==> src/rtl/div_pkg.sv <==
// Shared sizing and request-entry layout for the divider issue queue.
package div_pkg;
  localparam int DIV_DEPTH = 4;
  localparam int DIV_TAG_W = 4;

  typedef struct packed {
    logic [31:0]          rn;
    logic [31:0]          rm;
    logic                 op;
    logic [DIV_TAG_W-1:0] tag;
  } div_req_t;
endpackage

==> src/rtl/div_req_fifo.sv <==
// Request FIFO for the divider issue queue: storage, wrapping pointers, occupancy.
// The parent guarantees no push when full and no pop when empty.
module div_req_fifo import div_pkg::*; #(
  parameter int DEPTH = DIV_DEPTH
) (
  input  logic     clk,
  input  logic     reset,
  input  logic     i_push,
  input  logic     i_pop,
  input  div_req_t i_data,
  output div_req_t o_head,
  output logic     o_empty,
  output logic     o_full
);
  localparam int AW = $clog2(DEPTH);

  logic [AW:0]   r_count;
  logic [AW-1:0] r_wptr;
  logic [AW-1:0] r_rptr;
  div_req_t      r_mem [DEPTH];

  always_ff @(posedge clk or negedge reset) begin
    if (!reset) begin
      r_count <= '0;
      r_wptr  <= '0;
      r_rptr  <= '0;
    end else begin
      if (i_push) r_wptr <= r_wptr + AW'(1);
      if (i_pop)  r_rptr <= r_rptr + AW'(1);
      case ({i_push, i_pop})
        2'b10:   r_count <= r_count + (AW+1)'(1);
        2'b01:   r_count <= r_count - (AW+1)'(1);
        default: r_count <= r_count;
      endcase
    end
  end

  // Payload needs no reset: a slot is only read after it has been written.
  always_ff @(posedge clk) begin
    if (i_push) r_mem[r_wptr] <= i_data;
  end

  assign o_head  = r_mem[r_rptr];
  assign o_empty = (r_count == '0);
  assign o_full  = (r_count == (AW+1)'(DEPTH));
endmodule

==> src/rtl/div_issue_queue.sv <==
// Issue queue in front of a combinational divider: request FIFO plus one output register.
// Optional macro DIV_ZERO_TRAP_EN forces out_y=0 / out_dz=1 for a zero divisor.
module div_issue_queue import div_pkg::*; #(
  parameter int DEPTH = DIV_DEPTH,
  parameter int TAG_W = DIV_TAG_W
) (
  input  logic             clk,
  input  logic             reset,
  input  logic             in_valid,
  output logic             in_ready,
  input  logic [31:0]      in_rn,
  input  logic [31:0]      in_rm,
  input  logic             in_op,
  input  logic [TAG_W-1:0] in_tag,
  output logic [31:0]      div_rn,
  output logic [31:0]      div_rm,
  output logic             div_op,
  input  logic [31:0]      div_y,
  output logic             out_valid,
  input  logic             out_ready,
  output logic [31:0]      out_y,
  output logic [TAG_W-1:0] out_tag,
  output logic             out_dz
);
  div_req_t w_push_ent;
  div_req_t w_head;
  logic     w_empty;
  logic     w_full;
  logic     w_push;
  logic     w_pop;
  logic     w_dz;
  logic [31:0] w_y;

  logic             r_out_valid;
  logic [31:0]      r_out_y;
  logic [TAG_W-1:0] r_out_tag;
  logic             r_out_dz;

  assign w_push_ent.rn  = in_rn;
  assign w_push_ent.rm  = in_rm;
  assign w_push_ent.op  = in_op;
  assign w_push_ent.tag = DIV_TAG_W'(in_tag);

  // No full-bypass: a pop in the same cycle does not open a slot.
  assign in_ready = !w_full;
  assign w_push   = in_valid && !w_full;
  assign w_pop    = !w_empty && (!r_out_valid || out_ready);

  div_req_fifo #(.DEPTH(DEPTH)) u_fifo (
    .clk     (clk),
    .reset   (reset),
    .i_push  (w_push),
    .i_pop   (w_pop),
    .i_data  (w_push_ent),
    .o_head  (w_head),
    .o_empty (w_empty),
    .o_full  (w_full)
  );

  assign div_rn = w_empty ? '0   : w_head.rn;
  assign div_rm = w_empty ? '0   : w_head.rm;
  assign div_op = w_empty ? 1'b0 : w_head.op;

`ifdef DIV_ZERO_TRAP_EN
  assign w_dz = (w_head.rm == '0);
  assign w_y  = w_dz ? '0 : div_y;
`else
  assign w_dz = 1'b0;
  assign w_y  = div_y;
`endif

  always_ff @(posedge clk or negedge reset) begin
    if (!reset) begin
      r_out_valid <= 1'b0;
      r_out_y     <= '0;
      r_out_tag   <= '0;
      r_out_dz    <= 1'b0;
    end else if (w_pop) begin
      r_out_valid <= 1'b1;
      r_out_y     <= w_y;
      r_out_tag   <= TAG_W'(w_head.tag);
      r_out_dz    <= w_dz;
    end else if (out_ready) begin
      r_out_valid <= 1'b0;
    end
  end

  assign out_valid = r_out_valid;
  assign out_y     = r_out_y;
  assign out_tag   = r_out_tag;
  assign out_dz    = r_out_dz;
endmodule
==> config.mk <==
export PLATFORM = sky130hd
export DESIGN_NAME = div_issue_queue
export DESIGN_NICKNAME = d
export VERILOG_FILES = /design/src/rtl/div_pkg.sv /design/src/rtl/div_req_fifo.sv /design/src/rtl/div_issue_queue.sv
export SDC_FILE = /design/constraint.sdc
export NUM_CORES = 1
export LEC_CHECK = 0
export CORE_MARGIN = 2
export CORE_UTILIZATION = 49
export DETAILED_ROUTE_END_ITERATION = 12
export PLACE_DENSITY = 0.75
export SYNTH_ARGS = -nofsm -noshare
export SYNTH_HDL_FRONTEND = slang
export SYNTH_SLANG_ARGS = --single-unit
export TNS_END_PERCENT = 10
==> constraint.sdc <==
create_clock -name clk -period 3.52 [get_ports clk]
set_input_delay 0.88 -clock clk [delete_from_list [all_inputs] [get_ports clk]]
set_output_delay 0.88 -clock clk [all_outputs]
set_load 0.005 [all_outputs]
==> results of run 1 <==
-- worst reg2reg max path: cells and delay by family (launching register included) --
family                   cells  cell delay (ns)
flip-flops                   1             0.45
buffers and inverters        2             0.14
adder cells (fa/ha/maj)      2             0.57
AND/OR/NAND/NOR              3             0.82
XOR/XNOR                     2             0.30
-- path summary, 6_finish.rpt --
path                                                    start                            end  slack [ns]
worst min register to register           out_y[0]$_DFFE_PN0P_           out_y[0]$_DFFE_PN0P_        0.51
worst max-delay path            u_fifo.r_count[0]$_DFFE_PN0P_                     div_rn[15]        0.18
min in group asynchronous                               reset           out_y[9]$_DFFE_PN0P_        0.53
worst max register to register  u_fifo.r_count[0]$_DFFE_PN0P_  u_fifo.r_count[2]$_DFFE_PN0P_        1.18
worst min-delay path                     out_y[0]$_DFFE_PN0P_           out_y[0]$_DFFE_PN0P_        0.51
max in group asynchronous                               reset   u_fifo.r_rptr[0]$_DFFE_PN0P_        2.28
-- per-stage QoR --
stage | util (%) | setup slack, ns | instance area (um2)
global route | 65.4 | 0.0341 | 16000
CTS | 65.4 | 0.125 | 16000
finish | 65.4 | 0.179 | 16000
detailed placement | 60.7 | 0.520 | 14900
global placement | 60.7 | 0.547 | 14900
floorplan | - | 0.538 | 12300
-- power by group through the flow --
| stage | registers (W) | clock network (W) | logic (W) |
|---|---|---|---|
| 2_1_floorplan | 0.00538 | 0 | 0.00258 |
| 3_3_place_gp | 0.00540 | 0 | 0.00493 |
| 3_5_place_dp | 0.00548 | 0 | 0.00500 |
| 4_1_cts | 0.00537 | 0.00364 | 0.00512 |
| 5_1_grt | 0.00543 | 0.00379 | 0.00537 |
| 6_report | 0.00536 | 0.00356 | 0.00500 |
-- sequential cells by signal (all words and copies together), names as in the netlist --
name            flops
u_fifo.r_mem      276
out_y              32
out_tag             4
u_fifo.r_count      3
u_fifo.r_rptr       2
u_fifo.r_wptr       2
out_valid           1
-- cell type report --
| class | instances | area (um2) | area share (%) |
|---|---|---|---|
| multi-input cells | 197 | 2720 | 17.0 |
| clock buffers | 40 | 905 | 5.65 |
| flip-flops and latches | 320 | 9400 | 58.7 |
| well taps | 324 | 405 | 2.53 |
| inverters | 6 | 22.5 | 0.141 |
| clock inverters | 20 | 229 | 1.43 |
| repair buffers | 227 | 2330 | 14.6 |
-- cell usage after synthesis, drive strengths merged --
cell	n
edfxtp	276
mux4	69
nor2b	63
dfrtp	44
mux2	37
buf	18
clkbuf	10
inv	6
ha	5
and3	4
and2b	3
xnor2	3
xor2	3
and2	1
conb	1
fa	1
mux2i	1
nand2	1
nand2b	1
nand3b	1
nor2	1
nor3	1
or3b	1
-- kinds of logic (layout without fill, tap and decap cells) --
| family | count (synthesis) | count (layout) |
|---|---|---|
| DFF | 320 | 320 |
| muxes | 107 | 107 |
| and+or+nand+nor | 77 | 77 |
| buffers and inverters | 34 | 293 |
| adders and majority gates | 6 | 6 |
| xor gates and xnor gates | 6 | 6 |
| other | 1 | 1 |
-- metal layers --
metal	up-vias	GRT usage [%]	wire length (um)
li1	2664	-	-
met5	-	0	13
met1	3096	24.7	10100
met2	217	32.9	12500
met3	49	4.24	1530
met4	2	6.60	572
==> results.md, run 1 <==
* Critical path's top delay family: buffers and inverters
* First-pass GRT wire length at 38.4 mm
* Drt initial violations at 412
* Combinational Power Share at 35.9%
* Hold path cells at 1
* Final hold vios at 0
* Total wire length at 24.8 mm
* Layout Cells excl Fill at 1134
* Via density at 5.32
* Post-cts sizing count at 0
* RSZ-0062 raised after global routing: false
* Clock Sinks at 320
* Sw Pwr at 0.00373 W
* WHS at 0.508 ns
* Synth Area in Simple Gates at 4.00%
* XOR/XNOR Fraction of Synth Area at 0.428%
* # fillers at 1597
* Number of global-route vias before repair at 6733
* Root Buffer: clkbuf_16
* Most frequent cells in the layout: edfxtp_1 (276), clkdlybuf4s50_1 (206), mux4_2 (69), nor2b_1 (62), dfrtp_1 (42)
* Layout cell share with drive strength beyond 1 at 23.2%
* Worst Reg-to-Reg Cells at 9
* Crit path kind: flip-flop to primary output
* Worst EP required at 2.64 ns
* Nets at 897
* Synthesized cell area at 12300 um2
* CP Max Fanout at 31
* CP Data Arrival Time at 2.46 ns
* Initial Util at 50.2%
* Seq cells post-synth at 320
* Hold-fix buffers, CTS at 0
* Final Slew Violations at 0
* CP bufs+invs at 2
* Max Cap Viol at 0
* Cell count after placement at 1072
* Post-Syn Instances at 551
* Port bufs at 207
* Row count at 57
* IO Pins at 209
* Die height at 162 um
* Core area at 24500 um2
* Pin count of the biggest net entering global routing at 71
* Final min period at 3.34 ns
* Sequential share of power at 38.5%
* Max IR drop VDD at 0.529 mV
* Avg WL per Cell at 21.8 um
* Status: completed
* Clock network power share at 25.6%
* Sequential area share after synthesis at 76.5%
* Die X at 162 um
* Synth Warn # at 0
* Post-synthesis mux area share at 16.7%
* Critical Path End Type: primary output
* Final setup vio count at 0
* Internal power at 0.0102 W
* Max Buffers Root-to-Sink at 3
* Commonest non-fill, non-tap cell in the layout: edfxtp_1
* H-tree Lvls at 2
* Avg Inst Size Synth at 22.3 um2
* Diode count at 0
* 1st-pass router iterations at 5
* Rel. slew slack at 36.5%
* Critical path cell sequence: nor3_4, buf_12, nor2b_1, clkdlybuf4s50_1
* Initial antenna violation count at 1
* DRC viols at 0
* Post-Route Skew at 0.0164 ns
* Crit path launch type: flip-flop
* Yosys top cell area share at 67.5%
* Synth area leader: edfxtp_1
* DP Wirelength at 15.4 mm
* Design Power at 0.0139 W
* Fmax at 299 MHz
* Final Cycle Share at 94.9%
* CTS tree: built
* Levels on crit path at 4
* Worst Tran Pin Value at 0.953 ns
* CP max-delay cell: nor3_4
* Post-Synth Adder-Cell Area at 0.673%
* Die Area at 26300 um2
* Final Wtd Congestion at 0.777
* Vias at 6028
* Crit path largest cell delay at 0.64 ns
* Sw Ratio at 26.8%
* Global Route Usage Sum at 19.3%
* HP Class: flip-flop to flip-flop
* Synthesized Nets at 662
* Worst-path clk slew at 0.06 ns
* ANT nets after route at 0
* Skew-Pair Late Insertion Delay at 0.51 ns
* Largest family of logic cells by synthesized area: multiplexers
* Synth area leaders: edfxtp_1 (68%), mux4_2 (13%), dfrtp_1 (9.0%)
* Post-CTS setup buffers at 2
* Area grow syn2layout at 30.4%
* Lkg Pwr at 5.51 nW
* Num CTS Buffers at 34
* Total negative slack at 0 ns
* Total global routing overflow at 0
* PD cells at 870 nW/um2
* Synth cell types at 28
* Complex-gate fraction of the synthesized area at 0%
(Power assumes the default switching activity.)
==> run 2: changes to the inputs <==
--- a/config.mk
+++ b/config.mk
@@ -7,6 +7,7 @@
 export LEC_CHECK = 0
 export CORE_MARGIN = 2
 export CORE_UTILIZATION = 49
+export CTS_CLUSTER_SIZE = 28
 export DETAILED_ROUTE_END_ITERATION = 12
 export PLACE_DENSITY = 0.75
 export SYNTH_ARGS = -nofsm -noshare
==> results of run 2 <==
Same layout as run 1: the final DEF is identical, and so are final timing and power.
==> run 3: changes to the inputs <==
--- a/config.mk
+++ b/config.mk
@@ -5,7 +5,8 @@
 export SDC_FILE = /design/constraint.sdc
 export NUM_CORES = 1
 export LEC_CHECK = 0
-export CORE_MARGIN = 2
+export CAP_MARGIN = 15
+export CORE_MARGIN = 3
 export CORE_UTILIZATION = 49
 export CTS_CLUSTER_SIZE = 28
 export DETAILED_ROUTE_END_ITERATION = 12
==> results.md, run 3 (synthesis gave the netlist of run 1 again) <==
* Total wire length at 24.0 mm
* WHS at 0.503 ns
* Final Cycle Share at 95.5%
* Initial antenna violation count at 2
* Number of global-route vias before repair at 6576
* Crit path kind: flip-flop to primary output
* Initial Util at 50.2%
* Final hold vios at 0
* Design Power at 0.0136 W
* Critical Path End Type: primary output
* Post-route setup slack at 0.157 ns
* Root Buffer: clkbuf_16
* Lkg Pwr at 5.45 nW
* CTS tree: built
* Worst r2r dst: u_fifo.r_count[2]$_DFFE_PN0P_
* CP bufs+invs at 2
* Met2 usage at 29.9%
* Most frequent cells in the layout: edfxtp_1 (276), clkdlybuf4s50_1 (206), mux4_2 (69), nor2b_1 (62), dfrtp_1 (42)
* Row count at 57
* Skew-Pair Late Insertion Delay at 0.50 ns
* Total negative slack at 0 ns
* Area grow syn2layout at 29.3%
* H-tree Lvls at 2
* Max reg flops at 276
* Pin count of the biggest net entering global routing at 45
* R2r startpoint: u_fifo.r_count[0]$_DFFE_PN0P_
* Die X at 164 um
* Max Cap Viol at 0
* GRT busiest layer: met2
* CP Max Fanout at 38
* Vias at 5956
* Crit path launch type: flip-flop
* Final setup vio count at 0
* Fmax at 297 MHz
* Core area at 24500 um2
* RSZ-0062 raised after global routing: false
* Die Area at 27000 um2
* Avg WL per Cell at 21.3 um
* GR Util met1 at 23.9%
* ANT nets after route at 0
* Die height at 164 um
* Reg-to-reg setup timing slack at 1.23 ns
* Status: completed
* Met3 Resource Use GR at 5.15%
* Worst Reg-to-Reg Cells at 9
* Critical Path Start: u_fifo.r_rptr[0]$_DFFE_PN0P_
* Max IR drop VDD at 0.448 mV
* Num CTS Buffers at 34
* Layout cell share with drive strength beyond 1 at 21.7%
* 1st-pass router iterations at 4
* PD cells at 856 nW/um2
* Rel. slew slack at 37.2%
* Levels on crit path at 4
* Hold-fix buffers, CTS at 0
* Port bufs at 207
* # fillers at 1650
* Drt initial violations at 403
* CP Data Arrival Time at 2.48 ns
* Post-cts sizing count at 0
* Via density at 5.28
* Post-Route Skew at 0.0278 ns
* Clock Sinks at 320
* Pre-CTS WS at 0.641 ns
* Post-CTS setup buffers at 0
* Global Route Usage Sum at 18.1%
* IO Pins at 209
* Commonest non-fill, non-tap cell in the layout: edfxtp_1
* Final min period at 3.36 ns
* CP max-delay cell: mux4_2
* Biggest register: u_fifo.r_mem
* Worst-path clk slew at 0.06 ns
* Critical path's top delay family: buffers and inverters
* Final Wtd Congestion at 0.737
* First-pass GRT wire length at 37.3 mm
* Worst EP required at 2.64 ns
* Crit path largest cell delay at 0.56 ns
* Final Slew Violations at 0
* Nets at 892
* Critical path cell sequence: buf_12, mux4_2, nor2b_1, clkdlybuf4s50_1
* Total global routing overflow at 0
* Worst Tran Pin Value at 0.942 ns
* DP Wirelength at 15.2 mm
* Worst Setup EP: div_rn[19]
* HP Class: flip-flop to flip-flop
* DRC viols at 0
* Max Buffers Root-to-Sink at 3
## run 3: cell types whose count changed in the layout (fill, tap and decap cells not counted), sizes merged
cell      change
bufinv        -2
buf           -5
clkinvlp      -3
diode         +1
clkbuf        +5
clkinv        -2
## run 3: area by class of cell
| type | instances | area (um2) | share of cell area (%) |
|---|---|---|---|
| sequential | 320 | 9400 | 59.2 |
| tap | 324 | 405 | 2.55 |
| antenna | 1 | 2.50 | 0.0158 |
| timing repair buffer | 222 | 2290 | 14.4 |
| clock inverter | 13 | 111 | 0.702 |
| inverter | 6 | 22.5 | 0.142 |
| clock buffer | 45 | 923 | 5.82 |
| multi-input combinational | 197 | 2720 | 17.1 |
## run 3: worst min path at each step
stage | from | to | slack [ns] | depth (start not counted)
2_1_floorplan | u_fifo.r_count[2]$_DFFE_PN0P_ | u_fifo.r_count[2]$_DFFE_PN0P_ | 0.47 | 1
3_3_place_gp | out_y[19]$_DFFE_PN0P_ | out_y[19]$_DFFE_PN0P_ | 0.49 | 1
3_5_place_dp | out_y[11]$_DFFE_PN0P_ | out_y[11]$_DFFE_PN0P_ | 0.49 | 1
4_1_cts | out_y[13]$_DFFE_PN0P_ | out_y[13]$_DFFE_PN0P_ | 0.51 | 1
5_1_grt | out_y[13]$_DFFE_PN0P_ | out_y[13]$_DFFE_PN0P_ | 0.52 | 1
6_report | out_y[13]$_DFFE_PN0P_ | out_y[13]$_DFFE_PN0P_ | 0.50 | 1
## run 3: where the power goes
group	internal (W)	leakage (nW)	switching, W
logic	0.00293	1.91	0.00197
clock network	0.00198	0.507	0.00132
registers	0.00507	3.04	0.000312
## run 3: per-stage QoR
stage,std cells,util (%),cell area [um2]
finish,1128,64.9,15900
CTS,1127,64.9,15900
global placement,1069,60.6,14800
detailed placement,1069,60.6,14800
global route,1128,64.9,15900
floorplan,551,-,12300
## run 3: per-layer routing
layer | part of all wire (%) | vias up | wire [um]
met5 | 0.054 | - | 13
met4 | 2.1 | 2 | 497
met3 | 8.0 | 38 | 1930
met2 | 49 | 202 | 11900
met1 | 40 | 3055 | 9680
li1 | - | 2659 | -
## run 3: worst reg2reg max path, delay by kind of cell (launching register included)
kind / cells / cell delay (ns)
buffers and inverters: 2 / 0.12
xor gates and xnor gates: 2 / 0.32
adders and majority gates: 2 / 0.54
and+or+nand+nor: 3 / 0.80
DFF: 1 / 0.44
